[config.mk]
export PLATFORM = sky130hd
export DESIGN_NAME = seg7_scan_driver
export DESIGN_NICKNAME = d
export VERILOG_FILES = /design/src/rtl/seg7_pkg.sv /design/src/rtl/seg7_hex_decode.sv /design/src/rtl/seg7_scan_driver.sv
export SDC_FILE = /design/constraint.sdc
export NUM_CORES = 1
export LEC_CHECK = 0
export CAP_MARGIN = 5
export CORE_MARGIN = 2
export CORE_UTILIZATION = 36
export CTS_CLUSTER_SIZE = 20
export DETAILED_ROUTE_END_ITERATION = 7
export PLACE_DENSITY_LB_ADDON = 0.1
export SETUP_SLACK_MARGIN = 0.4
export SLEW_MARGIN = 10
export SYNTH_ARGS = -nofsm -noshare
export SYNTH_HDL_FRONTEND = slang
export SYNTH_HIERARCHICAL = 1
export SYNTH_SLANG_ARGS = --single-unit
[constraint.sdc]
create_clock -name clk -period 2.7 [get_ports clk]
set_input_delay 0.54 -clock clk [delete_from_list [all_inputs] [get_ports clk]]
set_output_delay 0.54 -clock clk [all_outputs]
set_load 0.02 [all_outputs]
[src/rtl/seg7_pkg.sv]
`default_nettype none
// ============================================================================
// Module      : seg7_pkg
// Description : Shared types, 7-segment decode table and index-width helper
//               for the multiplexed 7-segment display driver.
// Revision    : 1.0 - initial release
// ============================================================================
package seg7_pkg;

   // Scan controller states.
   typedef enum logic [1:0] {
      IDLE  = 2'd0,
      BLANK = 2'd1,
      DRIVE = 2'd2
   } scan_state_t;

   // Active-high g..a patterns for hex digits 0-F (entry 0 is rightmost).
   localparam logic [15:0][6:0] SEG7_TABLE = {
      7'h71, 7'h79, 7'h5E, 7'h39, 7'h7C, 7'h77, 7'h6F, 7'h7F,
      7'h07, 7'h7D, 7'h6D, 7'h66, 7'h4F, 7'h5B, 7'h06, 7'h3F
   };

   // Number of bits needed to count 0..value-1.
   function automatic int clog2(input int value);
      int width;
      int rem;
      width = 0;
      rem   = value - 1;
      while (rem > 0) begin
         width = width + 1;
         rem   = rem >> 1;
      end
      return width;
   endfunction

endpackage
`default_nettype wire

[src/rtl/seg7_hex_decode.sv]
`default_nettype none
// ============================================================================
// Module      : seg7_hex_decode
// Description : Combinational hex nibble + decimal point to active-high
//               7-segment pattern; blank forces g..a off but keeps dp.
// Revision    : 1.0 - initial release
// ============================================================================
module seg7_hex_decode
   import seg7_pkg::*;
(
   input  logic [3:0] nibble,
   input  logic       dp,
   input  logic       blank,
   output logic [7:0] pattern
);

   // Table lookup, with the dp bit carried through even on a blanked digit.
   always_comb begin
      pattern = {dp, (blank ? 7'h00 : SEG7_TABLE[nibble])};
   end

endmodule
`default_nettype wire

[src/rtl/seg7_scan_driver.sv]
`default_nettype none
// ============================================================================
// Module      : seg7_scan_driver
// Description : Time-multiplexed NUM_DIGITS-digit 7-segment driver with a
//               per-slot blanking interval, leading-zero suppression and a
//               per-frame completion pulse.
// Revision    : 1.0 - initial release
// ============================================================================
module seg7_scan_driver
   import seg7_pkg::*;
#(
   parameter int NUM_DIGITS     = 4,
   parameter int SLOT_CYCLES    = 50000,
   parameter int BLANK_CYCLES   = 500,
   parameter int SEG_ACTIVE_LOW = 1,
   parameter int AN_ACTIVE_LOW  = 1
) (
   input  logic                    clk,
   input  logic                    rst,
   input  logic                    enable,
   input  logic                    load,
   input  logic [4*NUM_DIGITS-1:0] value_in,
   input  logic [NUM_DIGITS-1:0]   dp_in,
   input  logic                    blank_lz,
   output logic [7:0]              seg,
   output logic [NUM_DIGITS-1:0]   an,
   output logic                    frame_done
);

   localparam int CNT_W = (clog2(SLOT_CYCLES) < 1) ? 1 : clog2(SLOT_CYCLES);
   localparam int IDX_W = (NUM_DIGITS > 1) ? clog2(NUM_DIGITS) : 1;

   localparam logic [CNT_W-1:0] BLANK_LAST = CNT_W'(BLANK_CYCLES - 1);
   localparam logic [CNT_W-1:0] DRIVE_LAST = CNT_W'(SLOT_CYCLES - BLANK_CYCLES - 1);
   localparam logic [IDX_W-1:0] IDX_LAST   = IDX_W'(NUM_DIGITS - 1);

   // Inactive output levels; XOR with these converts active-high to pin polarity.
   localparam logic [7:0]            SEG_OFF = {8{(SEG_ACTIVE_LOW != 0)}};
   localparam logic [NUM_DIGITS-1:0] AN_OFF  = {NUM_DIGITS{(AN_ACTIVE_LOW != 0)}};

   // Latched copy (written by load) and shadow copy (what is on the display).
   logic [NUM_DIGITS-1:0][3:0] latch_val;
   logic [NUM_DIGITS-1:0]      latch_dp;
   logic                       latch_blz;
   logic [NUM_DIGITS-1:0][3:0] shadow_val;
   logic [NUM_DIGITS-1:0]      shadow_dp;
   logic                       shadow_blz;

   scan_state_t                state;
   logic [CNT_W-1:0]           cnt;
   logic [IDX_W-1:0]           idx;

   logic [NUM_DIGITS-1:0]      lz_blank;
   logic                       upper_zero;
   logic [7:0]                 cur_pattern;
   logic [NUM_DIGITS-1:0]      digit_sel;

   // Capture the host value on every load strobe, regardless of enable.
   always_ff @(posedge clk or posedge rst) begin
      if (rst) begin
         latch_val <= '0;
         latch_dp  <= '0;
         latch_blz <= 1'b0;
      end else if (load) begin
         latch_val <= value_in;
         latch_dp  <= dp_in;
         latch_blz <= blank_lz;
      end
   end

   // A digit is a leading zero when it and every more-significant nibble are 0.
   always_comb begin
      upper_zero = 1'b1;
      lz_blank   = '0;
      for (int i = NUM_DIGITS - 1; i >= 1; i--) begin
         upper_zero  = upper_zero & (shadow_val[i] == 4'h0);
         lz_blank[i] = shadow_blz & upper_zero;
      end
   end

   seg7_hex_decode u_decode (
      .nibble  (shadow_val[idx]),
      .dp      (shadow_dp[idx]),
      .blank   (lz_blank[idx]),
      .pattern (cur_pattern)
   );

   // One-hot anode select for the current digit, active-high.
   always_comb begin
      digit_sel = NUM_DIGITS'(1) << idx;
   end

   // Scan FSM: BLANK then DRIVE per digit; outputs are set on entry to each state.
   always_ff @(posedge clk or posedge rst) begin
      if (rst) begin
         state      <= IDLE;
         cnt        <= '0;
         idx        <= '0;
         shadow_val <= '0;
         shadow_dp  <= '0;
         shadow_blz <= 1'b0;
         seg        <= SEG_OFF;
         an         <= AN_OFF;
         frame_done <= 1'b0;
      end else if (!enable) begin
         state      <= IDLE;
         cnt        <= '0;
         idx        <= '0;
         seg        <= SEG_OFF;
         an         <= AN_OFF;
         frame_done <= 1'b0;
      end else begin
         case (state)
            IDLE: begin
               state      <= BLANK;
               cnt        <= '0;
               shadow_val <= latch_val;
               shadow_dp  <= latch_dp;
               shadow_blz <= latch_blz;
               seg        <= SEG_OFF;
               an         <= AN_OFF;
               frame_done <= 1'b0;
            end
            BLANK: begin
               frame_done <= 1'b0;
               if (cnt == BLANK_LAST) begin
                  state <= DRIVE;
                  cnt   <= '0;
                  seg   <= cur_pattern ^ SEG_OFF;
                  an    <= digit_sel ^ AN_OFF;
               end else begin
                  cnt <= cnt + 1'b1;
               end
            end
            DRIVE: begin
               if (cnt == DRIVE_LAST) begin
                  state      <= BLANK;
                  cnt        <= '0;
                  seg        <= SEG_OFF;
                  an         <= AN_OFF;
                  // Refresh the displayed copy only at slot boundaries so a
                  // digit is never torn mid-slot.
                  shadow_val <= latch_val;
                  shadow_dp  <= latch_dp;
                  shadow_blz <= latch_blz;
                  frame_done <= (idx == IDX_LAST);
                  idx        <= (idx == IDX_LAST) ? '0 : idx + 1'b1;
               end else begin
                  cnt        <= cnt + 1'b1;
                  frame_done <= 1'b0;
               end
            end
            default: begin
               state      <= IDLE;
               cnt        <= '0;
               idx        <= '0;
               seg        <= SEG_OFF;
               an         <= AN_OFF;
               frame_done <= 1'b0;
            end
         endcase
      end
   end

endmodule
`default_nettype wire

# Yosys cells after proc, flatten, opt, wreduce, memory -nomap -nowiden
# Memories as Yosys holds them, arrays and structs flattened.
# Cells that the tools add are included.
[word_totals] n_memories=1 reg_bits=75 input_bits=25 mem_bits_ro=112
[op_classes] bitwise=7 eq_ne=9 addsub=2 muxes=37 n_lt_le_gt_ge=2 shifts=1 n_reduce_logical=9
[memory_table] name="(name not given)" depth=16 width=7 rd=1 rd_clocked_by_memory_dff=0 write_ports=0 line="seg7_hex_decode.sv:19" rtl="pattern = {dp, (blank ? 7'h00 : SEG7_TABLE[nibble])};"
[ops] cell="two-way mux 16 bit" count=4
[ops] cell="case mux 16 bit (2 select lines)" count=2
[ops] cell="two-way mux 8 bit" count=3
[ops] cell="two-way mux 4 bit" count=5
[ops] cell="adder 16 x 1 -> 16 bit (second input constant)" count=1
[ops] cell="equality test 16 bit (second input constant)" count=1
[ops] cell="equality test 16 x 9 -> 1 bit (second input constant)" count=1
[ops] cell="case mux 4 bit (2 select lines)" count=2
[ops] cell="case mux 8 bit (2 select lines)" count=1
[ops] cell="two-way mux 7 bit" count=2
[ops] cell="zero test 4 bit" count=3
[ops] cell="two-way mux 2 bit" count=6
[ops] cell="binary-select mux 4 bit (select 2 bit)" count=1
[ops] cell="inverter 8 bit" count=1
[ops] cell="two-way mux 1 bit" count=6
[ops] cell="!= test 3 bit (second input constant)" count=2
[ops] cell="case mux 2 bit (3 select lines)" count=1
[ops] cell="AND 1 bit" count=5
[ops] cell="< comparator 4 x 5 -> 1 bit (second input constant)" count=1
[ops] cell="binary-select mux 1 bit (select 2 bit)" count=2
[ops] cell="equality test 2 bit (second input constant)" count=2
[ops] cell="!= test 2 bit (second input constant)" count=2
[ops] cell="inverter 4 bit" count=1
[ops] cell="case mux 2 bit (2 select lines)" count=1
[ops] cell="10 further kinds" count=11

# Logic depth before layout (Yosys ltp)
# Gate-level depths: netlist (run 1).
[depth] word_depth=11 mapped_depth=9

# Cells and area by module
# Netlist (run 1), hierarchy kept.
[by_module_without_submodules] mod="seg7_scan_driver" area_per_inst_um2=3512.1 cells_per_inst=263 seq_area_each_um2=1891.8 n_inst=1
[by_module_without_submodules] mod="seg7_hex_decode" area_per_inst_um2=276.5 cells_per_inst=34 seq_area_each_um2=0.0 n_inst=1

# Worst setup path after synthesis (run 1)
# Ideal clock, no wire load.
[synth_path] path_kind="register to register" start="register idx[0]" end="register seg[3]" path_stages_with_launch=10 synth_period_minus_slack_ns=2.588 path_buffers=1 slack_ns=0.112 arrival_ns=2.506 cell_sequence="dfrtp_1 clkbuf_1 mux4_2 inv_1 ha_1 inv_1 mux4_1 nor2_1 nand2_1 mux2_2"
[synth_between] elab_chain_cells=9 word_cells_on_any_way=11 classes_between="9 x mux; 1 x bitwise; 1 x memory"
[synth_lines] element="start: declaration" line="seg7_scan_driver.sv:51" rtl="logic [IDX_W-1:0] idx;"
[synth_lines] element="start signal: assignment" line="seg7_scan_driver.sv:147" rtl="idx <= (idx == IDX_LAST) ? '0 : idx + 1'b1;"
[synth_lines] element="binary-select mux 4 bit (select 2 bit)" line="seg7_scan_driver.sv:82" rtl=".nibble (shadow_val[idx]),"
[synth_lines] element="two-way mux 4 bit (implied by the code)" line="seg7_scan_driver.sv:82"
[synth_lines] element="memory (16 x 7 bit)"
[synth_lines] element="two-way mux 7 bit (implied by the code)" line="seg7_hex_decode.sv:19"
[synth_lines] element="two-way mux 7 bit *" line="seg7_hex_decode.sv:19"
[synth_lines] element="named net cur_pattern[3]" line="seg7_scan_driver.sv:55" rtl="logic [7:0] cur_pattern;"
[synth_lines] element="inverter 8 bit (no source line) *"
[synth_lines] element="two-way mux 8 bit *" line="seg7_scan_driver.sv:126" rtl="if (cnt == BLANK_LAST) begin"
[synth_lines] element="case mux 8 bit (2 select lines) *" line="seg7_scan_driver.sv:113" rtl="case (state)"
[synth_lines] element="two-way mux 8 bit *" line="seg7_scan_driver.sv:105" rtl="end else if (!enable) begin"
[synth_lines] element="end signal: assignment" line="seg7_scan_driver.sv:129" rtl="seg <= cur_pattern ^ SEG_OFF;"
[synth_lines] element="end: declaration" line="seg7_scan_driver.sv:25" rtl="output logic [7:0] seg,"
# The timed path passes the listed nets; every way through them passes the cells marked *. The select of a mux whose other input is x is not followed.
# A chain may end at the register's enable or synchronous reset.

# Worst setup path in the final report (run 1)
# Ends and elaborated chain as after synthesis.

==> out/results.ini, run 1 <==
[yosys]
synthTopCellsByArea = dfrtp_1 42%, mux2_2 14%, dfstp_2 8.3%
synthMuxAreaShare_pct = 22.26
yosys.area_share.simple_pct = 11.66
syn_avg_cell_area_um2 = 12.76
yosysTopAreaCellShare_pct = 41.61
synth_edf_count = 0
synth_top_family_by_area = multiplexers
syn_inst = 297
synthAdderAreaFrac_pct = 4.624
synth_compound_area_share_pct = 4.921
yosysTopAreaCell = dfrtp_1
syn_area_mm2 = 0.003789
yosys_register_bits = 75
ys.flop_type = dfrtp_1
yosysSeqAreaShare_pct = 49.93
synth.distinct_cells = 45
synth_xor_xnor_area_share_pct = 2.774
ys_warn_count = 6
syn-num-nets = 336
synthArstFlopShare_pct = 100.0

[worst_setup_path]
critPathMaxStageDelay_ns = 0.62
worstSetupPathType = reg2reg
required_ns = 2.98
cp_max_fo = 5
path_cells = mux4_2, inv_4, ha_1, inv_1, mux4_2, nor2_2, nand2_1, mux2_2
end_kind = register
start_kind = register
worstPathArrival_ns = 2.56
critPathSlowestCell = mux4_2
path_common_cell = mux4_2

[power]
vdd_ir_drop_max_mv = 0.3550
p_per_area_mw_per_mm2 = 885.8
p_leak_uw = 0.001863

[detailed_routing]
drc = 0
routed_wl_um = 7396
first_pass_iters = 4
drt_iter0_drc = 75
vias_per_cell = 5.033
ant_nets = 0
post_drt_wl_per_cell_um = 15.22
vias = 2446

[final_layout]
diodes = 0
syn_to_final_growth_pct = 22.95
nets = 384
drive_gt1_share_pct = 34.57
fillers = 974
regArea_mm2 = 0.001893
multiInputGateArea_mm2 = 0.001817
fin_area_mm2 = 0.004658
stdcell_count = 486

[cts]
cts_hold_buf = 0
clkTransAtPathRegs_ns = 0.09
ctsRootBufferMaster = clkbuf_8
clk_latency_ns = 0.35
cts_num_sinks = 75
cts_max_path_buffers = 2
cts_tree = built
h-tree-depth = 3
numCtsBuffers = 9

[timing]
fin_setup_tns_ns = 0
max_freq_mhz = 438.6
setup_violations = 0
hold_ws_ns = 0.4887
final.min_clock_period_ns = 2.280
slew_violations = 0
fin_crit_sh_pct = 84.44
finalWorstSetupSlack_ns = 0.4202
slew_headroom_pct = 50.38
clock_skew_ns = 0.008466
tightest_slew_ns = 0.7443
rsz0062_at_grt = yes
hold_viol = 0

[place]
dp.cells = 467
place_hpwl_um = 5108
placed_area_mm2 = 0.004335
port_buffers = 37
place_worst_setup_slack_ns = 0.4201
gp_congestion = 0.8005

[global_routing]
grt_pass1_wl_um = 12550
grt_pass1_vias = 2474
grtUsageTotal_pct = 14.05
overflow = 0
grt_max_degree = 33
antenna_found_initial = 0

[outcome]
status = finished clean

[worst_hold_path]
hp-class = reg2reg

[die]
initial_utilization_pct = 36.86
die_y_um = 106.6
core.rowCount = 37
io-pin-count = 38
die_area_mm2 = 0.01136
core_region_area_mm2 = 0.01028
die_w_um = 106.6

[job]
cap_violations = 0

-- routing by layer --
metal  part of all wire (%)  vias to the layer above  global-route usage, %
met1                     48                     1236                  18.71
met5                      0                        -                      0
met3                    3.5                        7                  4.316
met2                     48                       35                  22.38
met4                   0.95                        0                  3.618
li1                       -                     1168                      -
-- kinds of logic after synthesis --
logic type,Yosys count
AO/OA/AOI/OAI,22
flip-flops,75
multiplexers,66
adder cells (fa/ha/maj),14
buffers and inverters,28
XOR/XNOR,12
AND/OR/NAND/NOR,80
-- stage by stage --
stage,total power (uW),util [%]
6_report,4126,45.33
5_1_grt,4396,45.33
4_1_cts,4035,44.39
3_5_place_dp,3039,42.18
3_3_place_gp,3024,42.18
2_1_floorplan,2690,-
-- sequential cells by signal, indices dropped and copies added, names as in the netlist --
signal / count
an: 4
cnt: 16
frame_done: 1
idx: 2
latch_blz: 1
latch_dp: 4
latch_val: 16
seg: 8
shadow_blz: 1
shadow_dp: 4
shadow_val: 16
state: 2
-- worst max-delay path, delay by kind of cell, from the launching register on --
family                   cells  cell delay, ns
buffers and inverters        2            0.15
AND/OR/NAND/NOR              2            0.16
multiplexers                 3            1.33
flip-flops                   1            0.42
adder cells (fa/ha/maj)      1            0.13
-- final cells by class --
| type | instances | area share (%) |
|---|---|---|
| Multi-Input combinational cell | 195 | 39.00 |
| Sequential cell | 75 | 40.64 |
| Clock buffer | 9 | 2.659 |
| Clock inverter | 7 | 2.149 |
| Timing Repair Buffer | 50 | 10.64 |
| Inverter | 14 | 1.262 |
| Tap cell | 136 | 3.653 |
-- cells in the final DEF, fill, tap and decap left out, drive strengths merged, types with 4 or more instances in the layout --
cell type      Yosys  final
xor2               4      4
a21oi              4      4
nor2              27     27
xnor2              8      8
nand4              8      8
mux2              56     56
clkdlybuf4s50      0     37
nand2             18     18
mux2i              4      4
mux4               6      7
nor4               5      5
buf                9     13
nand3              7      7
dfrtp             63     63
clkbuf             5      9
inv               14     14
ha                14     14
dfstp             12     12
clkinvlp           0      4
-- timing repair --
item,CTS,global route
buffers inserted,0,2
endpoints found under the hold margin,0,0
resized for setup,1,16
endpoints found under the setup margin,1,27
pin swaps,0,1
gates cloned,0,1
-- Yosys cell counts (3+ instances only) --
| cell type | n |
|---|---|
| inv_1 | 14 |
| dfstp_2 | 12 |
| mux4_2 | 5 |
| mux2i_1 | 4 |
| nor4_1 | 5 |
| mux2_4 | 9 |
| nand4_1 | 7 |
| nand3_1 | 7 |
| a21oi_1 | 4 |
| nand2_1 | 18 |
| buf_4 | 3 |
| ha_1 | 14 |
| nor2_1 | 27 |
| nor3_1 | 3 |
| buf_2 | 4 |
| xor2_1 | 4 |
| dfrtp_1 | 63 |
| clkbuf_1 | 5 |
| mux2_2 | 47 |
| xnor2_1 | 8 |
-- report_power, final --
group / internal [uW] / leakage [uW] / switching [uW]
sequential: 1430 / 0.000908 / 210
combinational: 819 / 0.000853 / 691
clock: 525 / 0.000102 / 450
-- final timing paths --
path                                    start                 end  slack [ns]  depth (start not counted)
min in group asynchronous                 rst  idx[0]$_DFFE_PP0P_        0.63                          2
max reg2reg                idx[0]$_DFFE_PP0P_  seg[3]$_DFFE_PP1P_        0.42                          8
max in group asynchronous                 rst  seg[1]$_DFFE_PP1P_        1.43                          3
min reg2reg                  cnt[0]$_DFF_PP0_    cnt[0]$_DFF_PP0_        0.49                          1
max                        idx[0]$_DFFE_PP0P_  seg[3]$_DFFE_PP1P_        0.42                          8
min                          cnt[0]$_DFF_PP0_    cnt[0]$_DFF_PP0_        0.49                          1
Power figures use the tool's default switching activity.
==> run 2, diff against run 1 <==
- clock period: 2.7 -> 1.86 ns (I/O delays scaled with it)
==> run 2 against run 1 <==
  * The flow now finishes with violations (setup timing)
  * Core utilization up 8.4 points
  * Die area stayed put
  * Routed wire length increased by 19%
  * Critical path depth stayed put
  * Flip-flop and latch count is the same
  * Count of clock-buffer cells in the layout is the same
  * Design area grew 18%
  * Final cell count up 13%
  * Non-clock buffer count grew 64
  * Fmax increased by 2.5%
  * Combinational power increased by 140%
  * Critical endpoint unchanged
==> out/results.ini, run 2 (synthesis results as in run 1) <==
[outcome]
status = finished with violations
violations = setup timing

[timing]
setup_violations = 53
slew_headroom_pct = 74.04
slew_violations = 0
fin_setup_tns_ns = -6.667
max_freq_mhz = 449.7
rsz0062_at_grt = yes
fin_crit_sh_pct = 119.6
clock_skew_ns = 0.007352
tightest_slew_ns = 0.3839
finalWorstSetupSlack_ns = -0.3637
hold_viol = 0
final.min_clock_period_ns = 2.224

[global_routing]
grtUsageMet1_pct = 23.81
grt_max_degree = 76
busiest_layer = met2
grt_pass1_wl_um = 14590
grtUsageTotal_pct = 16.72
use_met3_pct = 2.614
grtUsageMet2_pct = 25.16
grt_pass1_vias = 2823
antenna_found_initial = 0
overflow = 0

[final_layout]
multiInputGateArea_mm2 = 0.002071
final_common_cell = dfrtp_1
syn_to_final_growth_pct = 45.61
final_util_pct = 53.68
fillers = 900
final_cell_mix = 62 x dfrtp_1, 54 x buf_4, 32 x mux2_4, 24 x mux2_2, 24 x clkdlybuf4s50_1
fin_area_mm2 = 0.005517
regArea_mm2 = 0.001893
drive_gt1_share_pct = 54.59
nets = 448
stdcell_count = 550
diodes = 0
largestRegisters = cnt: 16 flops, latch_val: 16 flops, shadow_val: 16 flops

[detailed_routing]
vias = 2698
ant_nets = 0
vias_per_cell = 4.905
drc = 0
post_drt_wl_per_cell_um = 16.00
first_pass_iters = 5
routed_wl_um = 8799
drt_iter0_drc = 77

[cts]
cts_tree = built
h-tree-depth = 3
ctsRootBufferMaster = clkbuf_8
clkTransAtPathRegs_ns = 0.08
cts_max_path_buffers = 2
cts_hold_buf = 0
cts_num_sinks = 75
numCtsBuffers = 9
clk_latency_ns = 0.35

[worst_setup_path]
start_kind = register
worstPathArrival_ns = 2.50
required_ns = 2.14
end_kind = register
path_cells = mux4_2, inv_2, ha_4, inv_2, mux4_2, nor2_2, nand2_1, mux2_4
worstSetupPathType = reg2reg
r2r-start = idx[0]$_DFFE_PP0P_
reg2reg_slack_ns = -0.36
critPathMaxStageDelay_ns = 0.59
r2r-end = seg[3]$_DFFE_PP1P_
critPathSlowestCell = mux4_2
cp_max_fo = 4
reg2reg_depth = 8

[job]
cap_violations = 0

[place]
placed_area_mm2 = 0.004851
port_buffers = 37
place_hpwl_um = 5576
dp.cells = 514
gp_congestion = 0.7880

[power]
p_per_area_mw_per_mm2 = 1316
p_leak_uw = 0.002335
vdd_ir_drop_max_mv = 0.5311

[die]
core.rowCount = 37
die_w_um = 106.6
initial_utilization_pct = 36.86
core_region_area_mm2 = 0.01028
io-pin-count = 38
die_area_mm2 = 0.01136
die_y_um = 106.6

[worst_hold_path]
hp-class = in2async

## run 2: critical path, delay by kind of cell (launching register included)
kind                       cells  cell delay, ns
buffers and inverters          2            0.16
muxes                          3            1.29
adders and majority gates      1            0.14
DFF                            1            0.40
and+or+nand+nor                2            0.16
## run 2: worst max-delay path by stage
| stage | from | to | slack (ns) | cells after the start |
|---|---|---|---|---|
| 2_1_floorplan | idx[0]$_DFFE_PP0P_ | seg[3]$_DFFE_PP1P_ | -0.41 | 9 |
| 3_3_place_gp | idx[0]$_DFFE_PP0P_ | seg[3]$_DFFE_PP1P_ | -0.30 | 8 |
| 3_5_place_dp | idx[0]$_DFFE_PP0P_ | seg[2]$_DFFE_PP1P_ | -0.36 | 7 |
| 4_1_cts | idx[0]$_DFFE_PP0P_ | seg[3]$_DFFE_PP1P_ | -0.35 | 8 |
| 5_1_grt | idx[0]$_DFFE_PP0P_ | seg[3]$_DFFE_PP1P_ | -0.44 | 8 |
| 6_report | idx[0]$_DFFE_PP0P_ | seg[3]$_DFFE_PP1P_ | -0.36 | 8 |
## run 2: per-layer routing
metal / vias to the layer above / part of all wire (%)
met5: - / 0
met4: 0 / 1.6
met3: 15 / 2.8
met2: 43 / 47
met1: 1340 / 48
li1: 1300 / -
## run 2: repair_timing
item                                    CTS  global route
resized for setup                        78            39
cloned                                    4             1
setup buffers                             7             8
endpoints found under the setup margin   67            55
pin swaps                                14            17
## run 2: cell type report
class | count | area share [%]
multi-input combinational | 195 | 37.54
sequential | 75 | 34.32
timing repair buffer | 114 | 20.50
tap | 136 | 3.085
clock buffer | 9 | 2.245
clock inverter | 7 | 1.247
inverter | 14 | 1.066
## run 2: metrics by stage
stage | total power [uW] | worst slack (ns) | hold slack [ns]
4_1_cts | 6872 | -0.3506 | 0.4768
5_1_grt | 7711 | -0.4369 | 0.5202
2_1_floorplan | 4206 | -0.4139 | 0.4451
3_3_place_gp | 5134 | -0.3020 | 0.4897
3_5_place_dp | 5175 | -0.3592 | 0.4921
6_report | 7260 | -0.3637 | 0.4687
## run 2: where the power goes
group          leakage [uW]  switching [uW]  internal, uW
Clock             0.0000950             639           614
Combinational       0.00133            1470          2180
Sequential         0.000908             279          2080
Total               0.00233            2380          4880
==> run 3, diff against run 2 <==
- ABC_AREA: not set -> 1
- REMOVE_ABC_BUFFERS: not set -> 1
==> run 3 against run 2 <==
  * The flow now finishes without violations
  * Core utilization up 0.88 points
  * Critical path depth up 3
  * Flip-flop and latch count unchanged
  * Final cell count up 27%
  * Sequential power up 5%
  * Via count up 27%
  * Synthesized cell count up 55%
  * Global-route usage up 0.60 points
  * Die area up 5.1%
  * Clock power up 26%
  * First-iteration DRC count up 81%
  * Count of clock-buffer cells in the layout up 1
==> out/results.ini, run 3 <==
[timing]
max_freq_mhz = 552.1
finalWorstSetupSlack_ns = 0.04874
hold_ws_ns = 0.3108
hold_viol = 0
rsz0062_at_grt = yes
clock_skew_ns = 0.009020
setup_violations = 0
tightest_slew_ns = 0.3914
slew_violations = 0
slew_headroom_pct = 73.87
fin_crit_sh_pct = 97.38
final.min_clock_period_ns = 1.811

[worst_setup_path]
required_ns = 2.15
cp.depth = 11
critPathMaxStageDelay_ns = 0.45
end_kind = register
cp_max_fo = 5
worstSetupPathType = reg2reg
start_kind = register
reg2reg_depth = 11
worstPathArrival_ns = 2.10
path_cells = buf_6, o21ai_2, o22ai_4, buf_6, ha_2, nand2_2, o21ai_1, a21oi_2, nand3_1, nand3_1, nand2_1
critPathTopFamily = compound AO/OA/AOI/OAI gates
crit_buf_inv = 2
critPathSlowestCell = dfrtp_2

[cts]
cts_hold_buf = 0
cts_max_path_buffers = 2
clkTransAtPathRegs_ns = 0.09
ctsRootBufferMaster = clkbuf_8
clk_latency_ns = 0.36
cts_num_sinks = 75
numCtsBuffers = 9
cts_tree = built
h-tree-depth = 3

[die]
die_y_um = 109.3
die_w_um = 109.3
core_region_area_mm2 = 0.01084
io-pin-count = 38
die_area_mm2 = 0.01194
core.rowCount = 38
initial_utilization_pct = 36.80

[final_layout]
nets = 590
final_cell_mix = 87 x nand2_1, 59 x dfrtp_1, 36 x nand3_1, 34 x nor2_1, 33 x buf_4
multiInputGateArea_mm2 = 0.002450
regArea_mm2 = 0.001897
syn_to_final_growth_pct = 48.27
fillers = 960
drive_gt1_share_pct = 46.58
final_common_cell = nand2_1
largestRegisters = cnt: 16 flops, latch_val: 16 flops, shadow_val: 16 flops
diodes = 0

[yosys]
synthTopCellsByArea = dfrtp_1 40%, nand2_1 11%, nand3_1 8.0%
syn_avg_cell_area_um2 = 8.671
yosys_register_bits = 75
yosysTopAreaCellShare_pct = 39.52
yosysSeqAreaShare_pct = 47.43
yosysTopAreaCell = dfrtp_1
synth.distinct_cells = 34
ys.flop_type = dfrtp_1
yosys-top-cells-count = 118 x nand2_1, 64 x nand3_1, 63 x dfrtp_1
synth.most_common_cell = nand2_1
syn_area_mm2 = 0.003989
ys_warn_count = 6
synth_edf_count = 0
syn_inst = 460
synthArstFlopShare_pct = 100.0

[place]
place_worst_setup_slack_ns = -0.08889
place_hpwl_um = 5969
gp_congestion = 0.8186
port_buffers = 37

[detailed_routing]
first_pass_iters = 4
ant_nets = 0
drc = 0
vias = 3428
vias_per_cell = 4.925
drt_iter0_drc = 139
post_drt_wl_per_cell_um = 14.61
routed_wl_um = 10170

[power]
p_leak_uw = 0.002617
p_per_area_mw_per_mm2 = 1399
vdd_ir_drop_max_mv = 0.5247

[global_routing]
antenna_found_initial = 0
overflow = 0
grt_pass1_wl_um = 16080
grtUsageTotal_pct = 17.32
grt_max_degree = 35
grt_pass1_vias = 3365

[job]
cap_violations = 0

[worst_hold_path]
hp-class = in2async

[outcome]
status = finished clean

run 3: cell count changes after synthesis, moves of 9 or more:
cell | previous run | this run
nand2_1 | 18 | 118
nand3_1 | 7 | 64
mux2_2 | 47 | 21
nor2_1 | 27 | 45
nor2_2 | 0 | 13
o21ai_0 | 2 | 13
mux2_4 | 9 | 0
run 3: layout make-up:
type	instances	share of cell area, %
Multi-Input combinational cell	341	41.42
Sequential cell	75	32.07
Timing Repair Buffer	95	17.16
Tap cell	140	2.962
Clock buffer	10	2.327
Inverter	29	2.179
Clock inverter	6	1.883
run 3: logic make-up after synthesis:
| group | share of synthesized area, % |
|---|---|
| multiplexers | 5.929 |
| flip-flops | 47.43 |
| adder cells (fa/ha/maj) | 4.392 |
| AND/OR/NAND/NOR | 28.95 |
| buffers and inverters | 6.932 |
| AO/OA/AOI/OAI | 4.611 |
| XOR/XNOR | 1.757 |
run 3: worst paths after layout:
| path | slack (ns) | startpoint | to |
|---|---|---|---|
| hold reg to reg | 0.46 | an[0]$_DFFE_PP1P_ | an[0]$_DFFE_PP1P_ |
| hold / removal | 0.31 | rst | latch_val[11]$_DFFE_PP0P_ |
| setup / recovery | 0.05 | idx[0]$_DFFE_PP0P_ | seg[5]$_DFFE_PP1P_ |
| min in group clk | 0.46 | an[0]$_DFFE_PP1P_ | an[0]$_DFFE_PP1P_ |
| max in group asynchronous | 0.96 | rst | seg[3]$_DFFE_PP1P_ |
| setup reg to reg | 0.05 | idx[0]$_DFFE_PP0P_ | seg[5]$_DFFE_PP1P_ |
run 3: repair_timing:
action,CTS,global route
cloned,7,4
resized for setup,121,97
pin swaps,38,46
setup buffers,16,13
setup endpoints to repair,66,54
hold endpoints to repair,0,0
run 3: where the power goes:
part / internal [uW] / switching, uW / leakage (uW)
Sequential: 2110 / 357 / 0.000916
Combinational: 1940 / 2290 / 0.00158
Clock: 930 / 646 / 0.000123
Total: 4980 / 3290 / 0.00262
run 3: through the flow:
step                      total power [uW]  instances  cell area, um^2  TNS (ns)  utilization, %
after floorplan                       4090        439             3829    -33.82               -
after global placement                5042        640             4604  -0.07441           42.47
after detailed placement              5078        640             4604   -0.8084           42.47
after CTS                             7611        679             5384         0           49.67
after global routing                  8817        696             5914   -0.2611           54.56
final                                 8271        696             5914         0           54.56
run 3: metal layers:
layer / part of all wire (%) / up-vias / track usage (%)
met5: 0 / - / 0
met4: 2.0 / 0 / 5.515
met3: 3.2 / 18 / 3.586
met2: 50 / 59 / 29.46
met1: 44 / 1659 / 22.05
li1: - / 1692 / -
